File: src/rtl/watch_countdown_top.sv
// H:M:S countdown timer sharing the watch block's prescaler scheme.
// Runs loaded time to 00:00:00 and pulses o_done on expiry.
module watch_countdown_top #(
  parameter int P_COUNT_BIT = 30,
  parameter int P_SEC_BIT   = 6,
  parameter int P_MIN_BIT   = 6,
  parameter int P_HOUR_BIT  = 5
) (
  input  logic                   clk,
  input  logic                   reset,
  input  logic                   i_run_en,
  input  logic [P_COUNT_BIT-1:0] i_freq,
  input  logic                   i_load,
  input  logic [P_SEC_BIT-1:0]   i_load_sec,
  input  logic [P_MIN_BIT-1:0]   i_load_min,
  input  logic [P_HOUR_BIT-1:0]  i_load_hour,
  input  logic                   i_start,
  input  logic                   i_pause,
  output logic [P_SEC_BIT-1:0]   o_sec,
  output logic [P_MIN_BIT-1:0]   o_min,
  output logic [P_HOUR_BIT-1:0]  o_hour,
  output logic                   o_running,
  output logic                   o_done,
  output logic                   o_load_err
);

  typedef enum logic [1:0] {
    S_IDLE  = 2'd0,
    S_RUN   = 2'd1,
    S_PAUSE = 2'd2
  } state_t;

  localparam logic [P_SEC_BIT-1:0]   SEC_MAX  = P_SEC_BIT'(59);
  localparam logic [P_MIN_BIT-1:0]   MIN_MAX  = P_MIN_BIT'(59);
  localparam logic [P_HOUR_BIT-1:0]  HOUR_MAX = P_HOUR_BIT'(23);
  localparam logic [P_COUNT_BIT-1:0] CNT_ONE  = P_COUNT_BIT'(1);

  state_t                 state;
  logic [P_COUNT_BIT-1:0] r_div;

  logic                   counting;
  logic                   tick;
  logic                   load_ok;
  logic                   time_zero;
  logic                   at_one;
  logic                   expire;
  logic [P_SEC_BIT-1:0]   dec_sec;
  logic [P_MIN_BIT-1:0]   dec_min;
  logic [P_HOUR_BIT-1:0]  dec_hour;

  // freq of 0 or 1 ticks every enabled cycle; >= tolerates freq shrinking
  assign counting = (state == S_RUN) && i_run_en;
  assign tick = (i_freq <= CNT_ONE) || (r_div >= (i_freq - CNT_ONE));

  assign load_ok = (i_load_sec <= SEC_MAX)
                && (i_load_min <= MIN_MAX)
                && (i_load_hour <= HOUR_MAX);

  assign time_zero = (o_sec == '0) && (o_min == '0) && (o_hour == '0);
  assign at_one = (o_sec == P_SEC_BIT'(1))
               && (o_min == '0)
               && (o_hour == '0);
  assign expire = counting && tick && at_one;

  always_comb begin
    dec_sec  = o_sec - P_SEC_BIT'(1);
    dec_min  = o_min;
    dec_hour = o_hour;
    if (o_sec == '0) begin
      dec_sec = SEC_MAX;
      if (o_min != '0) begin
        dec_min = o_min - P_MIN_BIT'(1);
      end else begin
        dec_min  = MIN_MAX;
        dec_hour = o_hour - P_HOUR_BIT'(1);
      end
    end
  end

  always_ff @(posedge clk) begin
    if (reset) begin
      state      <= S_IDLE;
      r_div      <= '0;
      o_sec      <= '0;
      o_min      <= '0;
      o_hour     <= '0;
      o_running  <= 1'b0;
      o_done     <= 1'b0;
      o_load_err <= 1'b0;
    end else begin
      o_done     <= 1'b0;
      o_load_err <= 1'b0;

      if (counting) begin
        r_div <= tick ? '0 : r_div + CNT_ONE;
        if (tick) begin
          o_sec  <= dec_sec;
          o_min  <= dec_min;
          o_hour <= dec_hour;
          if (at_one) begin
            state     <= S_IDLE;
            o_running <= 1'b0;
            o_done    <= 1'b1;
          end
        end
      end

      // load never coincides with a tick: it is only accepted outside RUN
      if (i_load) begin
        if ((state != S_RUN) && load_ok) begin
          o_sec  <= i_load_sec;
          o_min  <= i_load_min;
          o_hour <= i_load_hour;
          r_div  <= '0;
        end else begin
          o_load_err <= 1'b1;
        end
      end else if (i_start) begin
        unique case (state)
          S_IDLE: begin
            if (!time_zero) begin
              state     <= S_RUN;
              r_div     <= '0;
              o_running <= 1'b1;
            end
          end
          S_PAUSE: begin
            state     <= S_RUN;
            o_running <= 1'b1;
          end
          default: ;
        endcase
      end else if (i_pause) begin
        if ((state == S_RUN) && !expire) begin
          state     <= S_PAUSE;
          o_running <= 1'b0;
        end
      end
    end
  end

endmodule
File: config.mk
export PLATFORM = sky130hd
export DESIGN_NAME = watch_countdown_top
export DESIGN_NICKNAME = d
export VERILOG_FILES = /design/src/rtl/watch_countdown_top.sv
export SDC_FILE = /design/constraint.sdc
export NUM_CORES = 1
export LEC_CHECK = 0
export ABC_AREA = 1
export CAP_MARGIN = 20
export CORE_AREA = 10 10 94 104
export DETAILED_ROUTE_END_ITERATION = 8
export DIE_AREA = 0 0 104 114
export PLACE_DENSITY = 0.94
export SYNTH_ARGS = -nofsm -noshare
export SYNTH_HDL_FRONTEND = slang
export SYNTH_SLANG_ARGS = --single-unit
File: constraint.sdc
create_clock -name clk -period 6.93 [get_ports clk]
set_input_delay 0.693 -clock clk [delete_from_list [all_inputs] [get_ports clk]]
set_output_delay 0.693 -clock clk [all_outputs]
set_load 0.03 [all_outputs]
Word-level counts from Yosys, hierarchy flattened
Index checks and enable logic that the tools add are counted.
Cells by class
  magnitude comparators: 5
  $add $sub $neg: 5
  multiplexer cells: 44
  reduce and logical (&&, ||, !) cells: 20
  equality and inequality tests: 4
  bitwise gates (word level): 3
Operators with widths (number)
  30-bit 2-to-1 mux: 7
  6-bit 2-to-1 mux: 11
  30-bit by 1-bit adder with 30-bit output, second input constant: 1
  30-bit >= comparator: 1
  30-bit by 1-bit less-or-equal comparator with 1-bit output, second input constant: 1
  5-bit 2-to-1 mux: 6
  30-bit by 1-bit subtractor with 30-bit output, second input constant: 1
  2-bit 2-to-1 mux: 8
  6-bit less-or-equal comparator, second input constant: 2
  6-bit zero test: 2
  6-bit by 1-bit subtractor with 6-bit output, second input constant: 2
  1-bit logical AND: 11
  1-bit 2-to-1 mux: 10
  6-bit by 1-bit == test with 1-bit output, second input constant: 1
  6-bit nonzero test: 1
  5-bit less-or-equal comparator, second input constant: 1
  5-bit zero test: 1
  5-bit by 1-bit subtractor with 5-bit output, second input constant: 1
  2-bit one-hot mux with 2 select lines: 1
  1-bit inverter: 3
  3-bit OR reduction: 1
  2-bit by 1-bit == test with 1-bit output, second input constant: 1
  2-bit == test, second input constant: 1
  2-bit zero test: 1
  5 further kinds: 5
Storage, ports and cells
  word-level logic and storage cells: 89
  output and inout bits: 20
  input port bits: 53
  bits in registers: 52

Logic depth before layout (Yosys ltp)
Gate-level depths: netlist (run 1).
  word-level depth: 11
  depth in mapped cells: 26
  mapped depth without buffers: 26

Worst setup path before layout (run 1)
Ideal clock, no wire load.
  path type: input to register
  start: input i_freq[0]
  end: register r_div[17]
  path buffers: 2
  setup slack: 3.170 ns
  setup time: 0.064 ns
  data required time: 6.866 ns
  cell stages on the path: 23
  data arrival time: 3.696 ns
  cell sequence: inv_1 ha_1 nor3b_2 inv_1 nor2_2 nand2_1 nor2_1 or3b_1 nor2_1 xor2_1 ha_1 nand2_1 nor2_1 nand2_1 o21bai_1 nand2_1 nor2_1 nand3_2 nand2_1 nand2_1 buf_2 buf_4 nor2_1
Between the ends
  cells in the longest elaborated chain, start to end: 9
  elaborated cells on any way between the ends: 11
  those cells by class: add/sub: 1; order compare: 2; mux: 7; reduce/logical: 1
RTL lines
  start: declaration: line 12  | input logic [P_COUNT_BIT-1:0] i_freq,
  30-bit by 1-bit subtractor with 30-bit output: line 53  | assign tick = (i_freq <= CNT_ONE) || (r_div >= (i_freq - CNT_ONE));
  30-bit >= comparator: line 53
  1-bit logical OR (*): line 53
  30-bit 2-to-1 mux (*): line 95  | r_div <= tick ? '0 : r_div + CNT_ONE;
  30-bit 2-to-1 mux (*): line 94  | if (counting) begin
  30-bit 2-to-1 mux: line 121  | if (!time_zero) begin
  30-bit 2-to-1 mux: line 119  | unique case (state)
  30-bit 2-to-1 mux: line 118  | end else if (i_start) begin
  30-bit 2-to-1 mux (*): line 109  | if (i_load) begin
  end signal: assignment: line 95
  end: declaration: line 39  | logic [P_COUNT_BIT-1:0] r_div;
Mark *: on every way between the ends. The rest lies on a longest branch, timed or not.
A chain may end at the register's enable or synchronous reset.

Worst setup path in the final report (run 1)
  start: input i_freq[0]
  end: register r_div[14]
Same word-level chain as after synthesis.

==> impl_metrics.tcl, run 1 <==
set metrics [dict create \
    cts_root_buf "clkbuf_8" \
    cp_cell_sequence "clkdlybuf4s50_1 > inv_1 > ha_1 > nor3b_2 > inv_1 > nor2_2 > nand2_1 > nor2_1 > or3b_1 > nor2_1 > xor2_1 > ha_1 > nand2_1 > nor2_1 > nand2_1 > o21bai_1 > nand2_1 > nor2_1 > nand3_2 > nand2_1 > nand2_1 > a311oi_1" \
    post-route-period-util_pct 70.5 \
    routed-via-count 4510 \
    grt_antenna_before_repair 0 \
    io_pins 73 \
    endpoint "r_div[14]" \
    grt_max_degree 30 \
    yosysWarningCount 0 \
    portBuffers 72 \
    place_inst 846 \
    mostFrequentLayoutCell "nand2_1" \
    dieWidth_um 104 \
    wl_per_cell_um 13.6 \
    final_cell_mix "nand2_1 (159), inv_1 (105), nor2_1 (87)" \
    cts-resized-gates 0 \
    seq_area_frac_synth_pct 24.0 \
    num_antenna_cells 0 \
    cp_max_fo 29 \
    htree_levels 2 \
    avgViaCountPerCell 5.28 \
    slew_viol_final 0 \
    drive_above_1_share_pct 4.56 \
    die_area_mm2 0.0119 \
    synthCells 674 \
    globalRouteOverflowTotal 0 \
    finalSetupViolCount 0 \
    fin_worst_skew_ns 0.00750 \
    holdBufCountCts 0 \
    max_cap_violations 0 \
    worst_pin_slew_ns 0.982 \
    yosysTopAreaCell "dfxtp_1" \
    rr_worst_depth 8 \
    criticalPathCategory "in2reg" \
    numCtsBuffers 5 \
    hold_slack_ns 0.485 \
    drt_wl_total_um 11600 \
    crit_family "simple AND/OR/NAND/NOR gates" \
    areaGrowthSynthToFinish_pct 21.4 \
    post_cts_buffers 0 \
    tritoncts "yes" \
    start_kind "input port" \
    fmax_mhz 205 \
    finalCriticalPeriod_ns 4.89 \
    cp_num_buf_inv 3 \
    synth_top_cells_by_area "dfxtp_1 (24%), nand2_1 (14%), ha_1 (11%)" \
    rrSetupSlack_ns 3.84 \
    utilization_pct 68.1 \
    cellPowerDensity_mw_per_mm2 138 \
    die_h_um 114 \
    fin_cells 854 \
    final_nets 835 \
    fin_total_pwr_uw 726 \
    status "finished, final reports clean" \
    cp_num_cells 22 \
    ys_async_sr_fraction_pct 0 \
    core_mm2 0.00774 \
    synth-main-ff-cell "dfxtp_1" \
    slowest_delay_ns 0.57 \
    cts.clk_slew.worst_paths_ns 0.10 \
    ys_ff_latch 52 \
    arrival_ns 5.10 \
    ir_worst_vdd_uv 137 \
    reg2reg_from "state[0]" \
    start_util_pct 56.1 \
    hpwl_um 9360 \
    first_global_vias 4588 \
    cpMaxStageDelayCell "nand2_1" \
    ant_nets 0 \
    first_pass_iters 7 \
    avgSynthCellArea_um2 6.44 \
    cts_sinks 52 \
    leakagePower_nw 2.39 \
    grt_pass1_wl_um 19700 \
    hold_class "reg2reg" \
    gp_congestion 0.904 \
    cp-end-kind "flop" \
    synth.distinct_cells 40 \
    grt_setup_unrepaired "false" \
    r2r-end "r_div[14]" \
    crit_top_cell "nand2_1" \
    synth_fp_nets 764 \
    track_usage_pct 19.2 \
    hold_viol 0 \
    crit_required_ns 7.14 \
    netlist_area_mm2 0.00434 \
    crit_start "i_freq[0]" \
    clk_path_buf_depth 2 \
    drt_iter0_drc 271 \
    tns_ns 0 \
    drc 0 \
    insertion_delay_ns 0.31 \
    synth-edff-count 0 \
    slew_headroom_pct 34.4 \
    num_rows 34 \
    synth_top_area_share_pct 24.0 \
]
==> per-layer routing <==
layer  share of wire [%]  global-route usage (%)  vias up
met5                   0                       0        -
met3                 6.5                    4.91       14
met1                  43                    20.7     2036
met2                  49                    36.1      163
li1                    -                       -     2297
met4                 1.4                    5.57        0
==> final cells by class <==
class                           instances  area (µm²)
Timing Repair Buffer                   72         721
Sequential cell                        52        1040
Multi-Input combinational cell        509        2870
Fill cell                             663        2470
Inverter                              105         394
Clock inverter                          2        35.0
Tap cell                              108         135
Clock buffer                            6        72.6
==> power breakdown <==
part	switching, mW	internal [mW]	total (mW)
Combinational	0.114	0.0818	0.196
Clock	0.101	0.107	0.209
Sequential	0.0115	0.310	0.321
Total	0.227	0.499	0.726
==> metrics by stage <==
step,worst slack [ns],instance area [µm²]
2_1_floorplan,3.17,4340
3_3_place_gp,1.97,5160
3_5_place_dp,1.72,5160
4_1_cts,2.05,5270
5_1_grt,1.53,5270
6_report,2.04,5270
==> logic make-up (layout without fill, tap and decap cells) <==
group           count (synthesis)  after routing  share of synthesized area (%)
compound gates                 71             71                           8.88
xor+xnor                       41             41                           8.27
fa+ha+maj                      37             37                           10.7
buf+inv                       113            185                           9.91
flops                          52             52                           24.0
simple gates                  360            360                           38.3
==> synth_stat cells (all sizes together), types with 5 or more instances <==
library cell    n
a21oi          33
dfxtp          52
ha             37
inv           105
nand2         163
nand3          38
nand4          18
nor2           98
nor3           22
nor4            5
o21ai          25
or2             5
xnor2          16
xor2           25
==> worst reg2reg max path, stage by stage (launching register included) <==
cell	delay (ns)
dfxtp_1	0.43
nand2_2	0.13
nand4_1	0.13
nor2_1	0.13
inv_1	0.51
nand2_1	0.34
a21oi_1	0.30
nand2_1	0.61
a311oi_1	0.42
==> how the worst min path moves through the flow <==
stage,startpoint,to,cells past startpoint
after floorplan,r_div[29],r_div[29],2
after global placement,o_running,o_running,2
after detailed placement,o_running,o_running,2
after CTS,o_running,o_running,2
after global routing,o_running,o_running,2
final,o_running,o_running,2
==> sequential cells by signal, summed over array words and instances (netlist names) <==
signal      flops
o_done          1
o_hour          5
o_load_err      1
o_min           6
o_running       1
o_sec           6
r_div          30
state           2
Power figures use the tool's default switching activity.
==> run 2: changes to the inputs <==
--- a/config.mk
+++ b/config.mk
@@ -7,10 +7,10 @@
 export LEC_CHECK = 0
 export ABC_AREA = 1
 export CAP_MARGIN = 20
-export CORE_AREA = 10 10 94 104
+export CORE_AREA = 10 10 101 112
 export DETAILED_ROUTE_END_ITERATION = 8
-export DIE_AREA = 0 0 104 114
-export PLACE_DENSITY = 0.94
+export DIE_AREA = 0 0 111 122
+export PLACE_DENSITY = 0.85
 export SYNTH_ARGS = -nofsm -noshare
 export SYNTH_HDL_FRONTEND = slang
 export SYNTH_SLANG_ARGS = --single-unit
==> constraint.sdc (replaced) <==
create_clock -name clk -period 4.2 [get_ports clk]
set_input_delay 0.42 -clock clk [delete_from_list [all_inputs] [get_ports clk]]
set_output_delay 0.42 -clock clk [all_outputs]
set_load 0.03 [all_outputs]
==> impl_metrics.tcl, run 2 (synthesis gave the netlist of run 1 again) <==
set metrics [dict create \
    status "finished, final reports clean" \
    largest_reg_flops 30 \
    core_mm2 0.00912 \
    whs_path_depth 2 \
    regMostFlops "r_div" \
    tritoncts "yes" \
    clockPowerShare_pct 26.0 \
    dieWidth_um 111 \
    portBuffers 72 \
    num_antenna_cells 0 \
    comb_power_share_pct 28.1 \
    ir_worst_vdd_uv 174 \
    start_kind "input port" \
    hpwl_um 8640 \
    finalCriticalPeriod_ns 3.80 \
    slew_viol_final 0 \
    mostFrequentLayoutCell "nand2_1" \
    cts_sinks 52 \
    reg2reg_from "state[0]" \
    fmax_mhz 264 \
    max_cap_violations 0 \
    hold_slack_ns 0.485 \
    areaGrowthSynthToFinish_pct 23.4 \
    first_pass_iters 5 \
    insertion_delay_ns 0.31 \
    routed-via-count 4397 \
    first_global_vias 4279 \
    final_cell_mix "nand2_1 (158), inv_1 (104), nor2_1 (84)" \
    cts-resized-gates 0 \
    post_cts_buffers 0 \
    final_nets 843 \
    ant_nets 0 \
    placed_cell_area_mm2 0.00523 \
    slew_headroom_pct 57.7 \
    grt_antenna_before_repair 0 \
    p_sw_share_pct 32.3 \
    finalInstanceArea_mm2 0.00536 \
    hold_viol 0 \
    finalSetupViolCount 0 \
    grt_max_degree 30 \
    drt_wl_total_um 10500 \
    cellPowerDensity_mw_per_mm2 216 \
    start_util_pct 47.6 \
    fin_worst_skew_ns 0.0173 \
    reg_top3 "r_div x30, o_min x6, o_sec x6" \
    fin_total_pwr_mw 1.16 \
    drt_iter0_drc 234 \
    clk_path_buf_depth 2 \
    leakagePower_nw 2.42 \
    track_usage_pct 15.2 \
    die_h_um 122 \
    cp-end-kind "flop" \
    post-route-period-util_pct 90.4 \
    globalRouteOverflowTotal 0 \
    gp_congestion 0.902 \
    io_pins 73 \
    crit_required_ns 4.42 \
    switchingPower_uw 374 \
    grt_pass1_wl_um 18200 \
    cts.clk_slew.worst_paths_ns 0.10 \
    avgViaCountPerCell 5.05 \
    cp_max_fo 29 \
    htree_levels 2 \
    rr_worst_depth 9 \
    die_area_mm2 0.0135 \
    worst_pin_slew_ns 0.633 \
    holdBufCountCts 0 \
    criticalPathCategory "in2reg" \
    drive_above_1_share_pct 6.37 \
    cts_root_buf "clkbuf_8" \
    hold_class "reg2reg" \
    crit_start "i_freq[0]" \
    grt_setup_unrepaired "false" \
    p_seq_share_pct 45.9 \
    numCtsBuffers 5 \
    num_rows 37 \
    drc 0 \
    arrival_ns 4.02 \
    wl_per_cell_um 12.1 \
    p_int_uw 783 \
    worstHoldStart "o_running" \
]
==> run 2: changes by cell type in the layout (fill, tap and decap cells not counted), sizes merged <==
cell / before / now
bufinv: 1 / 0
clkinv: 1 / 0
clkinvlp: 0 / 1
buf: 0 / 8
clkbuf: 6 / 7
==> run 2: area by class of cell <==
cell class	count	area, µm²
sequential	52	1040
clock inverter	1	7.51
clock buffer	7	86.3
fill	831	3760
inverter	105	394
multi-input combinational	509	2900
tap	117	146
timing repair buffer	80	785
==> run 2: final timing paths <==
path | endpoint | slack [ns]
worst max-delay path | r_div[14] | 0.40
worst min-delay path | o_running | 0.49
worst max register to register | r_div[14] | 1.64
worst min register to register | o_running | 0.49
==> run 2: critical path, stage by stage <==
cell             delay (ns)
clkdlybuf4s50_1        0.42
inv_1                  0.10
ha_1                   0.19
nor3b_4                0.20
inv_1                  0.08
nor2_2                 0.10
nand2_1                0.10
nor2_1                 0.15
or3b_1                 0.40
nor2_1                 0.13
xor2_1                 0.16
ha_1                   0.24
nand2_1                0.06
nor2_1                 0.05
nand2_1                0.12
o21bai_1               0.12
nand2_1                0.07
nor2_2                 0.15
nand3_4                0.15
nand2_2                0.15
nand2_1                0.07
buf_6                  0.19
a311oi_1               0.20
==> run 2: metrics by stage <==
step	cells	TNS [ns]	worst slack [ns]	utilization [%]
final	871	0	0.405	58.8
after floorplan	674	0	0.713	-
after detailed placement	863	-0.0142	-0.0142	57.4
after global placement	863	0	0.0863	57.4
after global routing	871	0	0.00849	58.8
after CTS	871	0	0.282	58.4
==> run 2: metal layers <==
metal  global-route usage [%]  share of wire, %  vias up
met5                        0                 0        -
met3                     3.10               3.5       17
li1                         -                 -     2319
met1                     16.5                41     1991
met4                     4.07               1.7        0
met2                     29.4                54       70
==> run 2: power groups by stage <==
stage	combinational (mW)	sequential [mW]	clock (mW)
4_1_cts	0.323	0.531	0.307
6_report	0.325	0.531	0.301
3_5_place_dp	0.320	0.542	0
2_1_floorplan	0.155	0.570	0
5_1_grt	0.365	0.534	0.324
3_3_place_gp	0.316	0.542	0
